`src/rtl/rom_download_router.sv`:
```
// ROM download router: queues ioctl byte writes and replays them onto
// the SDRAM write ports whose address windows contain each byte.
module rom_download_router #(
    parameter int                  PORTS = 2,
    parameter int                  AW    = 25,
    parameter int                  DEPTH = 4,
    parameter logic [7:0]          INDEX = 8'd0,
    parameter logic [PORTS*AW-1:0] BASE  = {25'h10000, 25'h0},
    parameter logic [PORTS*AW-1:0] SIZE  = {25'h1000000, 25'h1000000}
) (
    input  logic                      clk_sys,
    input  logic                      reset,
    input  logic                      ioctl_download,
    input  logic [7:0]                ioctl_index,
    input  logic                      ioctl_wr,
    input  logic [AW-1:0]             ioctl_addr,
    input  logic [7:0]                ioctl_dout,
    output logic [PORTS-1:0]          port_req,
    input  logic [PORTS-1:0]          port_ack,
    output logic [PORTS*(AW-1)-1:0]   port_a,
    output logic [PORTS*2-1:0]        port_ds,
    output logic [PORTS*16-1:0]       port_d,
    output logic                      port_we,
    output logic                      busy,
    output logic                      overflow,
    output logic                      rom_loaded,
    output logic                      core_reset
);

    localparam int PW = $clog2(DEPTH);
    localparam int EW = AW + 8;

    typedef enum logic {
        IDLE,
        WAIT
    } state_t;

    state_t state, state_nx;

    logic [EW-1:0]    mem [DEPTH];
    logic [PW-1:0]    rd_ptr, wr_ptr;
    logic [PW:0]      count;
    logic             wr_last, dl_last, dl_done, dl_fall;
    logic             push, pop, accept, empty, full;
    logic [AW-1:0]    head_a;
    logic [7:0]       head_d;
    logic [AW:0]      diff [PORTS];
    logic [PORTS-1:0] hit, pend, pend_nx;

    assign push    = ioctl_wr & ~wr_last & ioctl_download & (ioctl_index == INDEX);
    assign empty   = (count == '0);
    assign full    = (count == (PW+1)'(DEPTH));
    assign accept  = push & (~full | pop);
    assign dl_fall = dl_last & ~ioctl_download;
    assign {head_a, head_d} = mem[rd_ptr];

    assign port_we = ioctl_download;
    assign busy    = ~empty | (state == WAIT);

    // Borrow out of the AW+1-bit subtraction means the address is below the base.
    always_comb begin
        for (int p = 0; p < PORTS; p++) begin
            diff[p] = {1'b0, head_a} - {1'b0, BASE[p*AW +: AW]};
            hit[p]  = ~diff[p][AW] && (diff[p] < {1'b0, SIZE[p*AW +: AW]});
        end
    end

    always_comb begin
        state_nx = state;
        pop      = 1'b0;
        pend_nx  = pend & ~(port_ack ~^ port_req);
        unique case (state)
            IDLE: begin
                if (!empty) begin
                    pop = 1'b1;
                    if (|hit) state_nx = WAIT;
                end
            end
            WAIT: begin
                if (pend_nx == '0) begin
                    state_nx = IDLE;
                    if (!empty) begin
                        pop = 1'b1;
                        if (|hit) state_nx = WAIT;
                    end
                end
            end
        endcase
        if (pop) pend_nx = hit;
    end

    always_ff @(posedge clk_sys) begin
        if (accept) mem[wr_ptr] <= {ioctl_addr, ioctl_dout};
    end

    always_ff @(posedge clk_sys or posedge reset) begin
        if (reset) begin
            state      <= IDLE;
            pend       <= '0;
            port_req   <= '0;
            port_a     <= '0;
            port_ds    <= '0;
            port_d     <= '0;
            wr_last    <= 1'b0;
            dl_last    <= 1'b0;
            dl_done    <= 1'b0;
            rd_ptr     <= '0;
            wr_ptr     <= '0;
            count      <= '0;
            overflow   <= 1'b0;
            rom_loaded <= 1'b0;
            core_reset <= 1'b1;
        end else begin
            state   <= state_nx;
            pend    <= pend_nx;
            wr_last <= ioctl_wr;
            dl_last <= ioctl_download;
            if (accept) wr_ptr <= wr_ptr + 1'b1;
            if (pop) rd_ptr <= rd_ptr + 1'b1;
            count <= count + {{PW{1'b0}}, accept} - {{PW{1'b0}}, pop};
            if (push & ~accept) overflow <= 1'b1;
            if (pop) begin
                for (int p = 0; p < PORTS; p++) begin
                    if (hit[p]) begin
                        port_req[p]                <= ~port_req[p];
                        port_a[p*(AW-1) +: (AW-1)] <= diff[p][AW-1:1];
                        port_ds[p*2 +: 2]          <= {diff[p][0], ~diff[p][0]};
                        port_d[p*16 +: 16]         <= {head_d, head_d};
                    end
                end
            end
            // A fall seen while still busy is remembered until the queue drains.
            if ((dl_fall | dl_done) & ~busy) begin
                rom_loaded <= 1'b1;
                dl_done    <= 1'b0;
            end else if (dl_fall) begin
                dl_done <= 1'b1;
            end
            core_reset <= ~rom_loaded | busy;
        end
    end

endmodule
```
`config.mk`:
```
export PLATFORM = sky130hd
export DESIGN_NAME = rom_download_router
export DESIGN_NICKNAME = d
export VERILOG_FILES = /design/src/rtl/rom_download_router.sv
export SDC_FILE = /design/constraint.sdc
export NUM_CORES = 1
export LEC_CHECK = 0
export CORE_MARGIN = 3
export CORE_UTILIZATION = 60
export CTS_BUF_LIST = sky130_fd_sc_hd__clkbuf_4 sky130_fd_sc_hd__clkbuf_8
export CTS_CLUSTER_DIAMETER = 60
export DETAILED_ROUTE_END_ITERATION = 12
export GPL_TIMING_DRIVEN = 0
export HOLD_SLACK_MARGIN = 0.1
export PLACE_DENSITY = 0.92
export SLEW_MARGIN = 0
export SYNTH_ARGS = -nofsm -noshare
export SYNTH_HDL_FRONTEND = slang
export SYNTH_SLANG_ARGS = --single-unit
```
`constraint.sdc`:
```
create_clock -name clk_sys -period 7.4 [get_ports clk_sys]
set_clock_uncertainty 0.15 [all_clocks]
set_input_delay 1.48 -clock clk_sys [delete_from_list [all_inputs] [get_ports clk_sys]]
set_output_delay 1.48 -clock clk_sys [all_outputs]
set_load 0.05 [all_outputs]
```
* Word-level counts from Yosys, hierarchy flattened
Memory sizes are Yosys's and may differ from the RTL's.
Index checks and enable logic that the tools add are counted.
** Word-level totals
- Register bits after elaboration :: 102
- Latch bits :: 0
- Bits in writable memories :: 132
- Memory bits (read-only) :: 0
- Input port bits :: 47
- Output and inout bits :: 91
- Logic and storage cells :: 75
- Memories :: 1
** Memory list
- mem :: depth 4, bits a word 33, rd ports 1, clocked after Yosys merged registers in 0, wr ports 1, line 40 : logic [EW-1:0] mem [DEPTH];
** Operators by class
- Add/sub/neg operators :: 5
- $mul :: 0
- Div/mod/pow operators :: 0
- Order comparisons :: 2
- Equal/unequal tests :: 1
- Shift operators :: 0
- Multiplexer cells :: 12
- Bitwise operators :: 27
- Reductions and logical operators :: 8
** Operators by type and width (count)
- less-than comparator 26 x 25 -> 1 bit, second input constant :: 1
- subtractor 25 x 17 -> 26 bit, second input constant :: 1
- less-than comparator 25 bit, second input constant :: 1
- NOT 1 bit :: 13
- 2-to-1 mux 1 bit :: 9
- zero test 8 bit :: 1
- bitwise AND 1 bit :: 7
- adder 2 x 1 -> 2 bit, second input constant :: 2
- OR 1 bit :: 4
- case mux 1 bit (2 select lines) :: 2
- AND reduction 2 bit :: 2
- adder 3 x 1 -> 3 bit :: 1
- == test 3 bit, second input constant :: 1
- zero test 3 bit :: 1
- subtractor 3 x 1 -> 3 bit :: 1
- bitwise AND 2 bit :: 1
- zero test 2 bit :: 1
- 2-to-1 mux 2 bit :: 1
- NOT 2 bit :: 1
- nonzero test 2 bit :: 1
- OR reduction 2 bit :: 1
- bitwise XNOR 2 bit :: 1
- logical AND 1 bit :: 1

* Longest topological paths before layout
Gate-level depths: netlist (run 1).
- Depth after elaboration :: 10
- Depth in mapped cells :: 12
- Gate-level depth less buffers :: 12

* Worst setup path before layout (run 1)
OpenSTA, ideal clock, no wires.
- Path kind :: input -> register
- From :: input port ioctl_index[1]
- To :: register count[2]
- Library setup time :: 124 ps
- Data arrival time :: 3780 ps
- Required time :: 7126 ps
- Setup slack :: 3346 ps
- Stages :: 12
- Path buffers :: 0
- Cell sequence :: nor4_1 -> nand4_1 -> or4_1 -> a31oi_1 -> inv_1 -> ha_1 -> inv_1 -> ha_1 -> inv_1 -> fa_1 -> xnor2_1 -> xnor2_1
** On the way
- Longest elaborated chain between the ends :: 5
** Ends and longest elaborated chain
- start: declaration :: line 14 : input logic [7:0] ioctl_index,
- zero test 8 bit :: line 50 : assign push = ioctl_wr & ~wr_last & ioctl_download & (ioctl_index == INDEX);
- bitwise AND 1 bit :: line 50
- bitwise AND 1 bit :: line 53 : assign accept = push & (~full | pop);
- adder 3 x 1 -> 3 bit :: line 120 : count <= count + {{PW{1'b0}}, accept} - {{PW{1'b0}}, pop};
- subtractor 3 x 1 -> 3 bit :: line 120
- end signal: assignment :: line 120
- end: declaration :: line 42 : logic [PW:0] count;
No other way between the ends.
A chain may end at the register's enable or synchronous reset.

* Worst setup path in the final report (run 1)
- From :: input port ioctl_download
- To :: output port port_we
** RTL lines
- start: declaration :: line 13 : input logic ioctl_download,
- end: declaration :: line 23 : output logic port_we,
No word-level cell between the ends.

==> impl_metrics.toml, run 1 <==
[final_layout]
nets = 670
fillers = 721
fin_util_pct = 79.09
drive_gt1_share_pct = 29.80
num_antenna_cells = 0
area_growth_pct = 28.58

[timing]
finalHoldViolations = 0
rsz0062_at_grt = "false"
relSlewSlack_pct = 35.82
setup_tns_ns = 0
slew_violations = 0
period_share_pct = 61.45
hold_ws_ns = 0.2798
fin_crit_ns = 4.547
setup_viol = 0
worstMarginPinSlew_ns = 0.9626
clock.fmax_mhz = 219.9

[detailed_routing]
first_pass_iters = 4
viasPerCell = 5.562
wl_mm = 16.97
ant_nets = 0
routedWlPerCell_um = 20.67
drt_iter0_drc = 292
vias = 4566
post-route-drc-count = 0

[logic_synthesis]
synth-main-ff-cell = "edfxtp_1"
syn-num-nets = 494
yosysWarnings = 0
async_flop_share_pct = 39.45
syn-cell-area_um2 = 8571
ys_types = 39
ys_ff_latch = 218
synth-edff-count = 132
yosysSeqAreaShare_pct = 71.37
synth_cells = 439
syn_area_per_cell_um2 = 19.52

[setup_path]
cp.arrival_ns = 2.92
startpoint_type = "primary input"
crit_fanout = 4
required_ns = 5.77
crit_path_end_kind = "output pin"
crit_type = "in -> out"

[clocking]
cts_setup_buffers = 0
cts_buffers = 35
clock-sinks = 218
htreeDepth = 2
cts_tree = "done"
cts_max_path_buffers = 3
clkTransAtPathRegs_ns = 0.06
clk_latency_ns = 0.50
root_buffer = "clkbuf_8"
hold_buffers = 0
cts.repair.resized = 0

[placement]
port_buffers = 137
gp_congestion = 0.8038
dp_hpwl_mm = 11.23

[die]
core_um2 = 13930
io_pins = 138
die_width_um = 125.5
die-height_um = 125.5
die-area_um2 = 15750
core.rowCount = 43
initial_core_util_pct = 61.51

[global_route]
global_route.usage.total_pct = 22.14
grt_pass1_wl_mm = 27.19
antenna_found_initial = 0
grt_max_degree = 51
grt-ovfl-total = 0
grt_pass1_vias = 5135

[status]
status = "finished, final reports clean"

[pwr]
total_power_mw = 5.602
power.density_nw_per_um2 = 508.3
power_leakage_nw = 4.165
irDropWorstVdd_v = 0.0003273

[flow_run]
cap_violations = 0

[hold_path]
min_path_type = "reg -> reg"
flip-flops by register name (all words and copies together) (netlist names):
register / count
wr_ptr: 2
port_ds: 4
port_a: 48
wr_last: 1
core_reset: 1
port_req: 2
dl_done: 1
pend: 2
port_d: 16
rom_loaded: 1
state: 1
rd_ptr: 2
overflow: 1
mem: 132
count: 3
dl_last: 1
cells in the final DEF (no fill, tap or decap), types with 4 or more instances in the layout:
cell type        count
clkdlybuf4s50_1    137
edfxtp_1           132
dfrtp_1             85
clkbuf_8            45
mux2_2              42
mux4_2              28
mux2_4              25
buf_4               18
inv_1               12
clkbuf_4             9
nand2_1              8
xnor2_1              8
xor2_1               7
ha_1                 7
nor2_1               6
buf_1                5
o21bai_1             5
mux2i_1              4
mux4_1               4
and2_2               4
clkinv_2             4
worst max-delay path: stages:
cell and delay [ns]:
clkdlybuf4s50_1 0.52, buf_4 0.12, clkdlybuf4s50_1 0.79
cell usage after synthesis (3+ instances only):
| library cell | instances | area share [%] |
|---|---|---|
| a21oi_1 | 3 | 0.18 |
| and2_1 | 5 | 0.36 |
| buf_1 | 5 | 0.22 |
| buf_2 | 3 | 0.18 |
| buf_4 | 17 | 1.5 |
| dfrtp_1 | 85 | 25 |
| edfxtp_1 | 132 | 46 |
| ha_1 | 7 | 1.0 |
| inv_1 | 13 | 0.57 |
| mux2_2 | 42 | 5.5 |
| mux2_4 | 25 | 4.4 |
| mux2i_1 | 4 | 0.47 |
| mux4_1 | 4 | 1.2 |
| mux4_2 | 28 | 7.4 |
| nand2_1 | 8 | 0.35 |
| nor2_1 | 6 | 0.26 |
| o21bai_1 | 5 | 0.44 |
| or4_1 | 3 | 0.26 |
| xnor2_1 | 8 | 0.82 |
| xor2_1 | 7 | 0.72 |
cell families after synthesis:
logic type / after synthesis / synth area share (%)
adders and majority gates: 8 / 1.255
muxes: 103 / 18.95
DFF: 218 / 71.37
AOI/OAI and AO/OA: 13 / 1.037
xor gates and xnor gates: 15 / 1.533
and+or+nand+nor: 37 / 2.409
buffers and inverters: 45 / 3.445
area by class of cell:
type                       instances  area (µm²)  area share (%)
buffer                            32       246.5           2.237
clock buffer                      54       686.9           6.233
clock inverter                     9       117.6           1.067
inverter                          13       51.30          0.4655
multi-input combinational        176        2170           19.69
sequential                       218        6117           55.51
tap                              180       225.2           2.044
timing repair buffer             139        1406           12.76
metrics by stage:
step                instance area (µm²)  worst slack [ns]  instances
global route                      11020             2.724        821
global placement                  10170             2.231        756
finish                            11020             2.853        821
floorplan                          8571             3.346        439
detailed placement                10220             2.498        758
CTS                               11020             2.841        821
power breakdown:
group | internal, mW | switching (mW)
clock network | 0.697 | 0.444
logic | 1.19 | 1.59
registers | 1.54 | 0.154
per-layer routing:
layer | track usage (%) | wire length (µm)
met1 | 27.53 | 6648
met2 | 38.55 | 8901
met3 | 5.297 | 1094
met4 | 7.334 | 325
met5 | 0 | 0
worst paths after layout:
| path | start | endpoint | slack (ns) | cells after the start |
|---|---|---|---|---|
| max | ioctl_download | port_we | 2.85 | 3 |
| max in group asynchronous | reset | core_reset | 5.20 | 3 |
| min reg2reg | rom_loaded | core_reset | 0.28 | 1 |
| min | rom_loaded | core_reset | 0.28 | 1 |
| min in group asynchronous | reset | port_a[37] | 1.24 | 2 |
| max reg2reg | rd_ptr[1] | port_a[35] | 3.94 | 8 |
No activity file was read; power rests on OpenSTA's default activity.
==> inputs of run 2 (changes only) <==
--- a/config.mk
+++ b/config.mk
@@ -6,13 +6,13 @@
 export NUM_CORES = 1
 export LEC_CHECK = 0
 export CORE_MARGIN = 3
-export CORE_UTILIZATION = 60
+export CORE_UTILIZATION = 50
 export CTS_BUF_LIST = sky130_fd_sc_hd__clkbuf_4 sky130_fd_sc_hd__clkbuf_8
 export CTS_CLUSTER_DIAMETER = 60
 export DETAILED_ROUTE_END_ITERATION = 12
 export GPL_TIMING_DRIVEN = 0
 export HOLD_SLACK_MARGIN = 0.1
-export PLACE_DENSITY = 0.92
+export PLACE_DENSITY = 0.82
 export SLEW_MARGIN = 0
 export SYNTH_ARGS = -nofsm -noshare
 export SYNTH_HDL_FRONTEND = slang
==> constraint.sdc (replaced) <==
create_clock -name clk_sys -period 3.9 [get_ports clk_sys]
set_clock_uncertainty 0.15 [all_clocks]
set_input_delay 0.78 -clock clk_sys [delete_from_list [all_inputs] [get_ports clk_sys]]
set_output_delay 0.78 -clock clk_sys [all_outputs]
set_load 0.05 [all_outputs]
==> run 2 against run 1 <==
  * Routed wire length grew 1.9%
  * Core utilization decreased by 12 points
  * Worst hold slack better by 0.014 ns
  * Flip-flop and latch count unchanged
  * Register-to-register slack worse by 3.5 ns
  * Combinational power rose by 89%
  * Final area is 1.0% higher
  * Via count rose by 0.22%
  * Power rose by 89%
  * Critical path depth rose by 10
==> impl_metrics.toml, run 2 (synthesized netlist as in run 1, its figures left out) <==
[status]
status = "finished, final reports clean"

[detailed_routing]
drt_iter0_drc = 331
post-route-drc-count = 0
viasPerCell = 5.290
wl_mm = 17.29
routedWlPerCell_um = 19.99
vias = 4576
ant_nets = 0
first_pass_iters = 4

[final_layout]
final_cells = 865
nets = 674
fillers = 1148
fin_area_um2 = 11130
drive_gt1_share_pct = 30.08
fin_util_pct = 66.66
area_growth_pct = 29.90
final_cell_mix = "137 x clkdlybuf4s50_1, 132 x edfxtp_1, 85 x dfrtp_1"
final_common_cell = "clkdlybuf4s50_1"
regMostFlops = "mem"
num_antenna_cells = 0
largest_reg_flops = 132
reg.largest.list = "mem (132), port_a (48), port_d (16)"

[global_route]
grt_pass1_wl_mm = 26.99
antenna_found_initial = 0
grt_pass1_vias = 5037
global_route.usage.total_pct = 18.97
grt-ovfl-total = 0
grt_max_degree = 54

[clocking]
cts_max_path_buffers = 3
cts_buffers = 35
cts_tree = "done"
clk_latency_ns = 0.51
clkTransAtPathRegs_ns = 0.06
clock-sinks = 218
hold_buffers = 0
cts_setup_buffers = 0
htreeDepth = 2
root_buffer = "clkbuf_8"

[placement]
dpl_cell_area_um2 = 10350
port_buffers = 137
gp_congestion = 0.7433
dp.cells = 802
dp_hpwl_mm = 11.66
pre_cts_slack_ns = -0.3259

[die]
die-area_um2 = 18750
initial_core_util_pct = 51.32
core_um2 = 16700
die-height_um = 136.9
die_width_um = 136.9
io_pins = 138
core.rowCount = 47

[timing]
relSlewSlack_pct = 45.09
setup_slack_ns = 0.3505
setup_viol = 0
clock.fmax_mhz = 281.7
finalHoldViolations = 0
slew_violations = 0
period_share_pct = 91.01
fin_crit_ns = 3.550
hold_ws_ns = 0.2934
rsz0062_at_grt = "false"
worstMarginPinSlew_ns = 0.8236

[flow_run]
cap_violations = 0

[pwr]
switching_share_pct = 39.20
intPower_mw = 6.437
switching_power_mw = 4.151
irDropWorstVdd_v = 0.0006131
power_leakage_nw = 4.180
p_comb_share_pct = 49.5
p_seq_share_pct = 30.3
power.density_nw_per_um2 = 951.1
power_frac_clock_pct = 20.2

[setup_path]
cp.arrival_ns = 3.81
required_ns = 4.16
crit_type = "in -> reg"
crit_fanout = 7
crit_path_end_kind = "flop"
startpoint_type = "primary input"

[hold_path]
min_path_type = "reg -> reg"
## run 2: changes by cell type in the layout (fill, tap and decap cells not counted)
cell / previous run / this run
clkinvlp_4: 0 / 1
clkbuf_4: 9 / 10
clkinv_1: 2 / 4
a31oi_1: 2 / 1
a31oi_2: 0 / 1
clkbuf_8: 45 / 42
buf_12: 2 / 6
clkinv_2: 4 / 3
## run 2: power by group through the flow
stage / registers [mW] / logic [mW] / clock network (mW)
6_report: 3.21 / 5.24 / 2.14
5_1_grt: 3.26 / 5.51 / 2.30
4_1_cts: 3.21 / 5.30 / 2.20
3_5_place_dp: 3.25 / 5.27 / 0
3_3_place_gp: 3.22 / 5.13 / 0
2_1_floorplan: 4.50 / 2.45 / 0
## run 2: what timing repair did
item | CTS | global route
hold endpoints to repair | 0 | 0
endpoints found under the setup margin | 0 | 1
gates resized for setup | 0 | 1
## run 2: cell type report
cell class / instances / area (µm²) / area share [%]
repair buffers: 143 / 1486 / 13.35
multi-input cells: 176 / 2176 / 19.54
plain buffers: 32 / 246.5 / 2.214
inverters: 13 / 51.30 / 0.4608
well taps: 220 / 275.3 / 2.472
clock buffers: 52 / 653.1 / 5.866
clock inverters: 11 / 127.6 / 1.146
flip-flops and latches: 218 / 6117 / 54.94
## run 2: final timing paths
| check | start | to | slack [ns] | depth (start not counted) |
|---|---|---|---|---|
| worst max-delay path | ioctl_index[1] | count[2] | 0.35 | 13 |
| worst min-delay path | rom_loaded | core_reset | 0.29 | 1 |
| worst max register to register | rd_ptr[1] | port_a[35] | 0.42 | 8 |
| worst min register to register | rom_loaded | core_reset | 0.29 | 1 |
| max in group asynchronous | reset | core_reset | 2.42 | 3 |
| min in group asynchronous | reset | port_a[37] | 0.51 | 2 |
## run 2: through the flow
stage	total power, mW	setup TNS [ns]
after detailed placement	8.525	-0.4472
after global routing	11.06	0
final	10.59	0
after CTS	10.71	0
after floorplan	6.949	0
after global placement	8.345	-136.14
## run 2: critical path, cell delays in order
cell and delay (ns):
clkdlybuf4s50_1 0.40, nor4_1 0.27, nand4_1 0.12, or4_1 0.47
a31oi_2 0.38, inv_1 0.10, ha_1 0.30, inv_1 0.06
ha_1 0.14, inv_1 0.05, fa_1 0.38, xnor2_1 0.22
xnor2_1 0.15
## run 2: routing by layer
layer | part of all wire [%] | routed length, µm | GRT usage, %
met5 | 0 | 0 | 0
met4 | 1.6 | 281 | 6.098
met3 | 6.7 | 1153 | 4.559
met2 | 52 | 9046 | 32.86
met1 | 39 | 6811 | 23.60
==> inputs of run 3 (changes only) <==
--- a/config.mk
+++ b/config.mk
@@ -5,14 +5,16 @@
 export SDC_FILE = /design/constraint.sdc
 export NUM_CORES = 1
 export LEC_CHECK = 0
+export CELL_PAD_IN_SITES_DETAIL_PLACEMENT = 0
+export CELL_PAD_IN_SITES_GLOBAL_PLACEMENT = 1
 export CORE_MARGIN = 3
-export CORE_UTILIZATION = 50
+export CORE_UTILIZATION = 43
 export CTS_BUF_LIST = sky130_fd_sc_hd__clkbuf_4 sky130_fd_sc_hd__clkbuf_8
 export CTS_CLUSTER_DIAMETER = 60
 export DETAILED_ROUTE_END_ITERATION = 12
 export GPL_TIMING_DRIVEN = 0
 export HOLD_SLACK_MARGIN = 0.1
-export PLACE_DENSITY = 0.82
+export PLACE_DENSITY = 0.83
 export SLEW_MARGIN = 0
 export SYNTH_ARGS = -nofsm -noshare
 export SYNTH_HDL_FRONTEND = slang
==> run 3 against run 2 <==
  * Fmax grew 0.33%
  * Routed wire length fell by 1.4%
  * Worst setup slack gained 0.012 ns
  * Non-clock buffer count unchanged
  * Power down 2.0%
  * Sequential share of layout area barely moved
==> impl_metrics.toml, run 3 (synthesized netlist as in run 1, its figures left out) <==
[final_layout]
drive_gt1_share_pct = 29.48
regArea_um2 = 6117
final_cells = 913
fillers = 1493
num_antenna_cells = 0
multi_input_area_um2 = 2170
regMostFlops = "mem"
nets = 675
largest_reg_flops = 132
reg.largest.list = "mem (132), port_a (48), port_d (16)"
final_common_cell = "clkdlybuf4s50_1"
final_cell_mix = "137 x clkdlybuf4s50_1, 132 x edfxtp_1, 85 x dfrtp_1"
fin_util_pct = 57.04
area_growth_pct = 29.94

[hold_path]
hold_depth = 1
min_from = "rom_loaded"
min_path_type = "reg -> reg"
min_delay_worst_endpoint = "core_reset"

[clocking]
cts_setup_buffers = 0
clkTransAtPathRegs_ns = 0.06
cts_tree = "done"
htreeDepth = 2
clock-sinks = 218
cts.repair.resized = 0
cts_buffers = 36
cts_max_path_buffers = 3
root_buffer = "clkbuf_8"
hold_buffers = 0
clk_latency_ns = 0.52

[placement]
dp_hpwl_mm = 11.54
port_buffers = 137
dp.cells = 847
gp_congestion = 0.7229
pre_cts_slack_ns = -0.1489

[global_route]
grt_pass1_wl_mm = 27.11
grt_pass1_vias = 4920
antenna_found_initial = 0
grt_max_degree = 54
grt-ovfl-total = 0
global_route.usage.total_pct = 16.10

[detailed_routing]
wl_mm = 17.04
vias = 4453
post-route-drc-count = 0
ant_nets = 0
routedWlPerCell_um = 18.67
first_pass_iters = 5
drt_iter0_drc = 219
viasPerCell = 4.877

[pwr]
total_power_mw = 10.38
power.density_nw_per_um2 = 932.0
irDropWorstVdd_v = 0.0004528
power_leakage_nw = 4.154

[setup_path]
cp.arrival_ns = 3.76
required_ns = 4.13
worstReg2RegStart = "rd_ptr[1]"
startpoint_type = "primary input"
crit_type = "in -> reg"
worst-r2r-cell-count = 8
crit_path_end_kind = "flop"
rr_endpoint = "port_d[23]"
rrSetupSlack_ns = 0.40
crit_fanout = 7

[flow_run]
cap_violations = 0

[die]
core.rowCount = 51
initial_core_util_pct = 43.89
die-area_um2 = 21660
die_width_um = 147.2
core_um2 = 19530
die-height_um = 147.2
io_pins = 138

[timing]
clock.fmax_mhz = 282.6
setup_viol = 0
period_share_pct = 90.72
finalHoldViolations = 0
setup_slack_ns = 0.3620
relSlewSlack_pct = 39.84
slew_violations = 0
rsz0062_at_grt = "false"
fin_crit_ns = 3.538
worstMarginPinSlew_ns = 0.9024

[status]
status = "finished, final reports clean"
==> run 3: cell count changes in the layout (fill, tap and decap cells not counted) <==
cell,before,now
clkinv_1,4,9
clkbuf_4,10,7
bufinv_16,3,1
clkinv_2,3,5
a31oi_1,1,2
a31oi_2,1,0
clkinvlp_4,1,2
==> run 3: metrics by stage <==
stage	hold slack (ns)	TNS [ns]	cell area [µm²]
floorplan	0.2993	0	8571
global placement	0.2562	-160.10	10270
detailed placement	0.2820	-0.1489	10400
CTS	0.2770	0	11140
global route	0.3033	0	11140
finish	0.2629	0	11140
==> run 3: worst max-delay path by stage <==
stage / start / end / cells after the start
after global placement: rd_ptr[1] / port_d[14] / 7
after floorplan: ioctl_index[1] / count[2] / 12
after CTS: rd_ptr[1] / port_a[24] / 8
after global routing: ioctl_index[1] / count[2] / 13
final: ioctl_index[1] / count[2] / 13
after detailed placement: ioctl_index[1] / count[2] / 13
==> run 3: critical path, cell delays in order <==
cell and delay (ns):
clkdlybuf4s50_1 0.40, nor4_1 0.26, nand4_1 0.12, or4_1 0.46
a31oi_1 0.46, inv_1 0.11, ha_1 0.30, inv_1 0.06
ha_1 0.13, inv_1 0.05, fa_1 0.37, xnor2_1 0.14
xnor2_1 0.13
==> run 3: layer usage <==
layer  vias to the layer above  part of all wire [%]  global-route usage, %
li1                       2038                     -                      -
met1                      2236                    42                  20.58
met2                       149                    50                  26.80
met3                        30                   6.3                  4.534
met4                         0                   2.2                  5.312
met5                         -                     0                      0
==> run 3: power by group <==
part,switching (mW),internal [mW]
Sequential,0.285,2.91
Combinational,2.96,2.25
Clock,0.853,1.12
==> run 3: area by class of cell <==
class / instances / share of cell area, %
buffer: 32 / 2.213
clock buffer: 49 / 5.662
clock inverter: 17 / 0.9325
inverter: 13 / 0.4606
multi-input combinational: 176 / 19.48
sequential: 218 / 54.93
tap: 265 / 2.977
timing repair buffer: 143 / 13.35
